<file path="src/rtl/uio_tx_pkg.sv">
// -----------------------------------------------------------------------------
// uio_tx_pkg
// Shared types and constants for the uio_tx serial transmitter.
//   - uio_tx_state_e  : frame state machine encoding
//   - UIO_TX_DATA_BITS: number of data bits per frame
//   - UIO_TX_LINE_IDLE: serial line level when nothing is being sent
// Optional feature macro: UIO_TX_PARITY_EN (adds the even-parity helper).
// -----------------------------------------------------------------------------
package uio_tx_pkg;

    typedef enum logic [2:0] {
        ST_IDLE   = 3'd0,
        ST_START  = 3'd1,
        ST_DATA   = 3'd2,
        ST_PARITY = 3'd3,
        ST_STOP   = 3'd4
    } uio_tx_state_e;

    localparam int unsigned UIO_TX_DATA_BITS = 8;
    localparam logic        UIO_TX_LINE_IDLE = 1'b1;

`ifdef UIO_TX_PARITY_EN
    // Even parity: the parity bit makes the total count of ones even.
    function automatic logic even_parity(input logic [UIO_TX_DATA_BITS-1:0] data);
        return ^data;
    endfunction
`endif

endpackage : uio_tx_pkg

</file>
<file path="src/rtl/uio_tx_if.sv">
// -----------------------------------------------------------------------------
// uio_tx_if
// Byte handshake between the project core (master) and the transmitter (slave).
//   tx_data  [7:0] : byte to send, sampled on accept
//   tx_valid       : core has a byte on tx_data
//   tx_ready       : transmitter accepts a byte this cycle
// -----------------------------------------------------------------------------
interface uio_tx_if;

    logic [7:0] tx_data;
    logic       tx_valid;
    logic       tx_ready;

    modport master (
        output tx_data,
        output tx_valid,
        input  tx_ready
    );

    modport slave (
        input  tx_data,
        input  tx_valid,
        output tx_ready
    );

endinterface : uio_tx_if

</file>
<file path="src/rtl/uio_tx_baud.sv">
// -----------------------------------------------------------------------------
// uio_tx_baud
// Bit-time generator. Counts 0..CLKS_PER_BIT-1 and raises bit_done for the one
// cycle in which the count sits at terminal count; the count then wraps to 0.
//   clk      : design clock
//   rst      : synchronous active-high reset
//   clear    : hold the count at 0 (asserted while the transmitter is idle, so
//              every frame starts its first bit-time from a zero count)
//   bit_done : one-cycle strobe at terminal count
// -----------------------------------------------------------------------------
module uio_tx_baud #(
    parameter int unsigned CLKS_PER_BIT = 16
) (
    input  logic clk,
    input  logic rst,
    input  logic clear,
    output logic bit_done
);

    localparam int unsigned         CNT_W    = $clog2(CLKS_PER_BIT);
    localparam logic [CNT_W-1:0]    TERMINAL = CNT_W'(CLKS_PER_BIT - 1);

    logic [CNT_W-1:0] count_q;
    logic [CNT_W-1:0] count_d;

    // Next count: clear wins, terminal count wraps, otherwise increment.
    always_comb begin
        count_d = count_q;
        if (clear) begin
            count_d = {CNT_W{1'b0}};
        end else if (count_q == TERMINAL) begin
            count_d = {CNT_W{1'b0}};
        end else begin
            count_d = count_q + CNT_W'(1);
        end
    end

    // Cycle counter register.
    always_ff @(posedge clk) begin
        if (rst) begin
            count_q <= {CNT_W{1'b0}};
        end else begin
            count_q <= count_d;
        end
    end

    assign bit_done = (count_q == TERMINAL);

endmodule : uio_tx_baud

</file>
<file path="src/rtl/uio_tx.sv">
// -----------------------------------------------------------------------------
// uio_tx
// UART-style byte transmitter for the uio pins: start bit (0), 8 data bits
// LSB first, optional even-parity bit, stop bit (1). Line idles high.
//   clk     : design clock (rising edge)
//   rst     : synchronous active-high reset; abandons any frame in progress
//   tx_if   : slave side of the byte handshake (tx_data/tx_valid/tx_ready)
//   tx_out  : registered serial line, drives uio_out[0]
//   tx_oe   : output enable for uio_oe[0], high whenever rst is low
//   busy    : a frame is in progress
// Optional feature macro: UIO_TX_PARITY_EN (inserts the parity bit-time).
// -----------------------------------------------------------------------------
module uio_tx
    import uio_tx_pkg::*;
#(
    parameter int unsigned CLKS_PER_BIT = 16
) (
    input  logic     clk,
    input  logic     rst,
    uio_tx_if.slave  tx_if,
    output logic     tx_out,
    output logic     tx_oe,
    output logic     busy
);

    localparam logic [2:0] LAST_BIT = 3'(UIO_TX_DATA_BITS - 1);

    uio_tx_state_e               state_q;
    uio_tx_state_e               state_d;
    logic [UIO_TX_DATA_BITS-1:0] shift_q;
    logic [UIO_TX_DATA_BITS-1:0] shift_d;
    logic [2:0]                  bit_cnt_q;
    logic [2:0]                  bit_cnt_d;
    logic                        tx_out_q;
    logic                        tx_out_d;
`ifdef UIO_TX_PARITY_EN
    logic                        parity_q;
    logic                        parity_d;
`endif
    logic                        accept_s;
    logic                        bit_done_s;
    logic                        idle_s;

    assign idle_s         = (state_q == ST_IDLE);
    assign tx_if.tx_ready = idle_s && !rst;
    assign accept_s       = tx_if.tx_valid && tx_if.tx_ready;
    assign busy           = !idle_s;
    assign tx_oe          = !rst;
    assign tx_out         = tx_out_q;

    uio_tx_baud #(
        .CLKS_PER_BIT (CLKS_PER_BIT)
    ) u_baud (
        .clk      (clk),
        .rst      (rst),
        .clear    (idle_s),
        .bit_done (bit_done_s)
    );

    // Frame sequencing, shift register and bit counter next-state.
    always_comb begin
        state_d   = state_q;
        shift_d   = shift_q;
        bit_cnt_d = bit_cnt_q;
`ifdef UIO_TX_PARITY_EN
        parity_d  = parity_q;
`endif
        case (state_q)
            ST_IDLE: begin
                if (accept_s) begin
                    state_d   = ST_START;
                    shift_d   = tx_if.tx_data;
                    bit_cnt_d = 3'd0;
`ifdef UIO_TX_PARITY_EN
                    parity_d  = even_parity(tx_if.tx_data);
`endif
                end else begin
                    state_d = ST_IDLE;
                end
            end
            ST_START: begin
                if (bit_done_s) begin
                    state_d = ST_DATA;
                end else begin
                    state_d = ST_START;
                end
            end
            ST_DATA: begin
                if (bit_done_s) begin
                    if (bit_cnt_q == LAST_BIT) begin
                        bit_cnt_d = 3'd0;
`ifdef UIO_TX_PARITY_EN
                        state_d   = ST_PARITY;
`else
                        state_d   = ST_STOP;
`endif
                    end else begin
                        bit_cnt_d = bit_cnt_q + 3'd1;
                        shift_d   = {1'b0, shift_q[UIO_TX_DATA_BITS-1:1]};
                    end
                end else begin
                    state_d = ST_DATA;
                end
            end
`ifdef UIO_TX_PARITY_EN
            ST_PARITY: begin
                if (bit_done_s) begin
                    state_d = ST_STOP;
                end else begin
                    state_d = ST_PARITY;
                end
            end
`endif
            ST_STOP: begin
                if (bit_done_s) begin
                    state_d = ST_IDLE;
                end else begin
                    state_d = ST_STOP;
                end
            end
            default: begin
                state_d = ST_IDLE;
            end
        endcase
    end

    // Line level is derived from the upcoming state so the registered output
    // shows the start bit in the very first cycle after the accept edge.
    always_comb begin
        tx_out_d = UIO_TX_LINE_IDLE;
        case (state_d)
            ST_IDLE:   tx_out_d = UIO_TX_LINE_IDLE;
            ST_START:  tx_out_d = 1'b0;
            ST_DATA:   tx_out_d = shift_d[0];
`ifdef UIO_TX_PARITY_EN
            ST_PARITY: tx_out_d = parity_d;
`endif
            ST_STOP:   tx_out_d = 1'b1;
            default:   tx_out_d = UIO_TX_LINE_IDLE;
        endcase
    end

    // State, datapath and output registers.
    always_ff @(posedge clk) begin
        if (rst) begin
            state_q   <= ST_IDLE;
            shift_q   <= {UIO_TX_DATA_BITS{1'b0}};
            bit_cnt_q <= 3'd0;
            tx_out_q  <= UIO_TX_LINE_IDLE;
`ifdef UIO_TX_PARITY_EN
            parity_q  <= 1'b0;
`endif
        end else begin
            state_q   <= state_d;
            shift_q   <= shift_d;
            bit_cnt_q <= bit_cnt_d;
            tx_out_q  <= tx_out_d;
`ifdef UIO_TX_PARITY_EN
            parity_q  <= parity_d;
`endif
        end
    end

endmodule : uio_tx

</file>
<file path="src/flat_wrapper.sv">
// flat-port wrapper written by rule: the top's interface ports become plain ports
module uio_tx_flat import uio_tx_pkg::*;
#(
    parameter int unsigned CLKS_PER_BIT = 16
)
  (clk, rst, tx_out, tx_oe, busy, tx_if_tx_data, tx_if_tx_valid, tx_if_tx_ready);
  uio_tx_if tx_if_i ();
  input  logic clk;
  input  logic rst;
  output logic tx_out;
  output logic tx_oe;
  output logic busy;
  input wire logic [$bits(tx_if_i.tx_data)-1:0] tx_if_tx_data;
  input wire logic [$bits(tx_if_i.tx_valid)-1:0] tx_if_tx_valid;
  output wire logic [$bits(tx_if_i.tx_ready)-1:0] tx_if_tx_ready;
  assign tx_if_i.tx_data = tx_if_tx_data;
  assign tx_if_i.tx_valid = tx_if_tx_valid;
  assign tx_if_tx_ready = tx_if_i.tx_ready;
  uio_tx #(.CLKS_PER_BIT(CLKS_PER_BIT)) u_core (.clk(clk), .rst(rst), .tx_if(tx_if_i), .tx_out(tx_out), .tx_oe(tx_oe), .busy(busy));
endmodule
</file>
<file path="config.mk">
export PLATFORM = sky130hd
export DESIGN_NAME = uio_tx_flat
export DESIGN_NICKNAME = d
export VERILOG_FILES = /design/src/rtl/uio_tx_pkg.sv /design/src/rtl/uio_tx_if.sv /design/src/rtl/uio_tx_baud.sv /design/src/rtl/uio_tx.sv /design/src/flat_wrapper.sv
export SDC_FILE = /design/constraint.sdc
export NUM_CORES = 1
export LEC_CHECK = 0
export ABC_AREA = 0
export CAP_MARGIN = 25
export CORE_ASPECT_RATIO = 1.1
export CORE_MARGIN = 3
export CORE_UTILIZATION = 50
export CTS_CLUSTER_DIAMETER = 100
export CTS_CLUSTER_SIZE = 30
export DETAILED_ROUTE_END_ITERATION = 10
export PLACE_DENSITY = 0.76
export SLEW_MARGIN = 25
export SYNTH_ARGS = -nofsm -noshare
export SYNTH_HDL_FRONTEND = slang
export SYNTH_SLANG_ARGS = --single-unit
</file>
<file path="constraint.sdc">
create_clock -name clk -period 1.7 [get_ports clk]
set_input_delay 0.34 -clock clk [delete_from_list [all_inputs] [get_ports clk]]
set_output_delay 0.34 -clock clk [all_outputs]
set_load 0.005 [all_outputs]
</file>
Word level (Yosys, flattened, before mapping)
Index checks and enable logic that the tools add are counted.

Bits in writable memories: 0. Output and inout port bits: 4. Input port bits: 11. Memories kept: 0. Bits in latches: 0. Bits in registers: 19. ROM bits: 0.

Eq/ne operators: 10. Magnitude comparators: 0. Bitwise operators: 0. Div/mod/pow operators: 0. $mul: 0. Multiplexer cells: 15. Shift operators: 0. Add/sub/neg operators: 2. Reduce and logical (&&, ||, !) cells: 9.

Operators with widths (number): 8-bit 2-to-1 mux (3); 3-bit 2-to-1 mux (6); 8-bit case mux with 2 select lines (1); 3-bit case mux with 4 select lines (1); 3-bit by 1-bit == test with 1-bit output, second input constant (2); 3-bit by 2-bit == test with 1-bit output, second input constant (2); 3-bit == test, second input constant (2); 3-bit case mux with 2 select lines (1); 4-bit by 1-bit adder with 4-bit output, second input constant (1); 4-bit == test, second input constant (1); 2-bit by 1-bit != test with 1-bit output, second input constant (2); 4-bit AND reduction (1); 3-bit by 1-bit adder with 3-bit output, second input constant (1); 3-bit zero test (1); 3-bit AND reduction (1); 3-bit OR reduction (1); 1-bit logical AND (2); 1-bit zero test (2); 2-bit 2-to-1 mux (1); 2-bit != test, second input constant (1); 1-bit case mux with 2 select lines (1); 2-bit nonzero test (1); 1-bit 2-to-1 mux (1).

Logic depth before layout (Yosys ltp)
Word-level depth: 7. Depth in mapped cells: 7.

Hierarchy
Synthesis repeated with hierarchy kept, for this count alone.

Cells, all modules: 111. Area total of the unflattened synthesis: 973.4 um2.

Modules (own cells, without submodules): uio_tx (area an instance 815.8 um2, cells each 95, times used 1); uio_tx_baud (area an instance 157.7 um2, cells each 16, times used 1).

Worst setup path after synthesis
Ideal clock, no wire load.

Kind: register -> register. From: register u_core.bit_cnt_q[0]. To: register u_core.shift_q[1]. Required time: 1.629 ns. Arrival: 1.494 ns. Stages on the path, launching flop included: 8. Buffers on the path: 1. Library setup time: 0.071 ns. Slack: 0.135 ns. Clock period less this slack: 1.565 ns. Cells stage by stage: dfxtp_1 ha_1 ha_1 nor4b_2 and2_1 buf_2 a22oi_1 a21oi_1.

Word-level cells in the longest chain between the ends: 3.

RTL lines: start: declaration (line uio_tx.sv:32) `logic [2:0] bit_cnt_q;`; start signal: assignment (line uio_tx.sv:156) `bit_cnt_q <= bit_cnt_d;`; 3-bit == test (line uio_tx.sv:90) `if (bit_cnt_q == LAST_BIT) begin`; 2-bit != test (no line); 4-bit AND reduction (no line); end signal: assignment (line uio_tx.sv:147) `shift_q <= {UIO_TX_DATA_BITS{1'b0}};`; end signal: assignment (line uio_tx.sv:155) `shift_q <= shift_d;`; end: declaration (line uio_tx.sv:30) `logic [UIO_TX_DATA_BITS-1:0] shift_q;`.

Every way passes these cells. A chain may end at the register's enable or synchronous reset.

Worst setup path after layout
From: register u_core.state_q[2]. To: output port busy.

Word-level cells in the longest chain between the ends: 2.

RTL lines: start: declaration (line uio_tx.sv:28) `uio_tx_state_e state_q;`; start signal: assignment (line uio_tx.sv:154) `state_q <= state_d;`; 3-bit zero test (line uio_tx.sv:44) `assign idle_s = (state_q == ST_IDLE);`; 1-bit zero test (line uio_tx.sv:47) `assign busy = !idle_s;`; end: declaration (line flat_wrapper.sv:12) `output logic busy;`.

Every way passes these cells.

==> impl_metrics.tcl <==
set metrics [dict create \
    antenna_found_initial 0 \
    reg2reg_depth 7 \
    fillerInstances 141 \
    synth_area_per_cell_sq_um 9.031 \
    grt_pass1_wl_mm 3.256 \
    vias 844 \
    path_cells "or2_4 > nor2_4 > inv_1 > dlygate4sd2_1" \
    layout_setup_ws_ns 0.05133 \
    setup_viol_count_final 0 \
    place_congestion 0.8346 \
    finalPower_w 0.0008172 \
    cts.sinks 19 \
    slowest_stage "dfxtp_2" \
    drtIter0Drc 18 \
    synth_cell_types 32 \
    core.rowCount 15 \
    cap_violations 0 \
    met1Wirelength_um 885 \
    clkTransAtPathRegs_ns 0.11 \
    slew_headroom_pct 74.74 \
    area_delta_synth_final_pct 28.81 \
    path_max_fanout 2 \
    critPathLaunch "u_core.state_q[2]" \
    synth_seq_area_share_pct 41.70 \
    hold_class "register to register" \
    postRouteAntennaNets 0 \
    max_freq_ghz 0.6066 \
    worstSkewPairLatency_ns 0.30 \
    post-route-period-util_pct 96.98 \
    synth_nets 115 \
    ctsHoldBuffers 0 \
    pre_cts_ws_ns -0.1445 \
    routed_wl_mm 2.057 \
    root_buffer "clkbuf_4" \
    dp_hpwl_mm 1.489 \
    dr_wl_met3_um 79 \
    cp-start-kind "register" \
    cts_buffer_depth 2 \
    worst-setup-path-type "register to output pin" \
    r2r-end "u_core.tx_out" \
    placed_cell_area_sq_um 1135 \
    p_leak_nw 0.4601 \
    port-buffer-count 14 \
    cts_buffers 3 \
    placed_cells 140 \
    ys_ff_latch 19 \
    io_pins 15 \
    dieArea_sq_um 2373 \
    finalHoldViolCount 0 \
    register_area_sq_um 382.9 \
    core_sq_um 1652 \
    min_period_ns 1.649 \
    syn-cell-area_sq_um 912.1 \
    critPathMaxStageDelay_ns 0.34 \
    routedWlPerCell_um 14.28 \
    worst_pin_slew_ns 0.3775 \
    reg2reg_slack_ns 0.09 \
    cp-end-kind "output pin" \
    viasPerCell 5.861 \
    required_ns 1.36 \
    drive_above_1_share_pct 23.62 \
    p_per_area_nw_per_um2 695.6 \
    tritoncts "done" \
    vdd_ir_drop_max_mv 0.5319 \
    wl_met2_mm 1.049 \
    status "finished, final reports clean" \
    die_w_um 46.73 \
    syn_inst 101 \
    grt_max_degree 11 \
    slew_viol_final 0 \
    htree_levels 1 \
    synth_warnings 0 \
    setup.worst_path.end "busy" \
    grt_pass1_vias 779 \
    overflow 0 \
    grt.total_usage_pct 18.91 \
    die_y_um 50.80 \
    multiInputGateArea_sq_um 484.2 \
    initial_core_util_pct 55.23 \
    final_area_sq_um 1175 \
    n_antenna_cell 0 \
    nNetsFinal 142 \
    finalClockSkew_ns 0.0004307 \
    drc 0 \
    top_layer_used "met4" \
    r2r-start "u_core.bit_cnt_q[1]" \
    stdcell_count 144 \
    dr.pass1.iters 4 \
    arrival_ns 1.31 \
]
-- worst min-delay path by stage --
stage / startpoint / endpoint / slack [ns] / cells after the start
final: u_core.u_baud.count_q[0] / u_core.u_baud.count_q[0] / 0.46 / 1
after global routing: u_core.u_baud.count_q[0] / u_core.u_baud.count_q[0] / 0.49 / 1
after CTS: u_core.u_baud.count_q[0] / u_core.u_baud.count_q[0] / 0.46 / 1
after detailed placement: u_core.u_baud.count_q[0] / u_core.u_baud.count_q[0] / 0.44 / 1
after global placement: u_core.u_baud.count_q[0] / u_core.u_baud.count_q[0] / 0.43 / 1
after floorplan: u_core.u_baud.count_q[0] / u_core.u_baud.count_q[0] / 0.42 / 1
-- cell families after synthesis --
kind of cell    after synthesis  share of synthesized area (%)
fa+ha+maj                     3                          4.116
simple gates                 31                          20.85
flops                        19                          41.70
xor+xnor                      2                          1.921
buf+inv                      12                          7.270
mux                           1                          1.097
compound gates               33                          23.05
-- flip-flops by register name, indices dropped and copies added (netlist names) --
signal and cells:
u_core.state_q 3, u_core.shift_q 8, u_core.u_baud.count_q 4, u_core.bit_cnt_q 3, u_core.tx_out 1
-- power breakdown --
group / internal [W] / switching, W / total, W / leakage [nW]
Sequential: 0.000459 / 0.00000712 / 0.000466 / 0.156
Combinational: 0.0000650 / 0.0000508 / 0.000116 / 0.290
Clock: 0.0000917 / 0.000143 / 0.000235 / 0.0150
-- cells in the mapped netlist (all sizes together) --
library cell,count,area (sq um)
and2,4,25.02
inv,6,22.52
nor2,8,30.03
nand4,3,18.77
dfxtp,19,380.4
ha,3,37.54
xor2,1,8.760
a31oi,3,18.77
o2111ai,1,8.760
nand2,3,11.26
nor3,1,5.000
xnor2,1,8.760
buf,5,40.04
o21ai,8,40.04
nand4b,1,8.760
a22oi,6,45.04
or3,1,6.260
a211o,2,17.52
nor3b,3,33.78
and3,1,6.260
mux2i,1,10.01
a21oi,11,55.05
nand3,3,15.01
a22o,1,8.760
clkbuf,1,3.750
a32oi,1,16.27
nor4b,1,15.01
and4,1,8.760
or2,1,6.260
-- metrics by stage --
stage                     setup TNS (ns)  hold WS (ns)  util, %
final                                  0        0.4576    71.14
after global routing           -0.003677        0.4938    71.14
after CTS                       -0.03121        0.4555    70.23
after detailed placement          -1.257        0.4401    68.71
after global placement           -0.8850        0.4316    68.71
after floorplan                        0        0.4175        -
-- per-layer routing --
layer  track usage (%)  vias to the layer above
li1                  -                      424
met3             3.226                        4
met1             23.21                      397
met5                 0                        -
met2             31.19                       19
met4             8.295                        0
-- layout by cell type (no fill, tap or decap), types with 2 or more instances in the layout --
| master | Yosys | routed |
|---|---|---|
| inv_1 | 6 | 6 |
| clkbuf_4 | 0 | 3 |
| buf_4 | 1 | 14 |
| ha_2 | 0 | 2 |
| a21oi_1 | 11 | 11 |
| and2_1 | 4 | 3 |
| dfxtp_2 | 0 | 2 |
| dlygate4sd2_1 | 0 | 2 |
| nand2_1 | 3 | 3 |
| nand3_1 | 3 | 3 |
| dfxtp_1 | 19 | 17 |
| nor3b_1 | 2 | 2 |
| o21ai_0 | 8 | 8 |
| nand4_1 | 3 | 3 |
| nor2_1 | 8 | 7 |
| a22oi_1 | 6 | 6 |
| a211o_1 | 2 | 2 |
| a31oi_1 | 3 | 3 |
| clkdlybuf4s50_1 | 0 | 11 |
-- worst max-delay path, delay by kind of cell, from the launching register on --
| kind | cells | cell delay (ns) |
|---|---|---|
| AND/OR/NAND/NOR | 2 | 0.35 |
| flip-flops | 1 | 0.34 |
| buffers and inverters | 2 | 0.32 |
-- area by class of cell --
type                       count  share of cell area [%]
clock buffer                   4                   2.236
multi-input combinational     70                   41.21
timing repair buffer          28                   20.23
inverter                       6                   1.917
tap                           17                   1.810
sequential                    19                   32.59
-- what timing repair did --
| action | in CTS | in global routing |
|---|---|---|
| gates cloned | 0 | 0 |
| gates resized for setup | 4 | 11 |
| endpoints found under the setup margin | 3 | 9 |
| buffers inserted | 0 | 0 |
| pin swaps | 1 | 3 |
No activity file was read; power rests on OpenSTA's default activity.
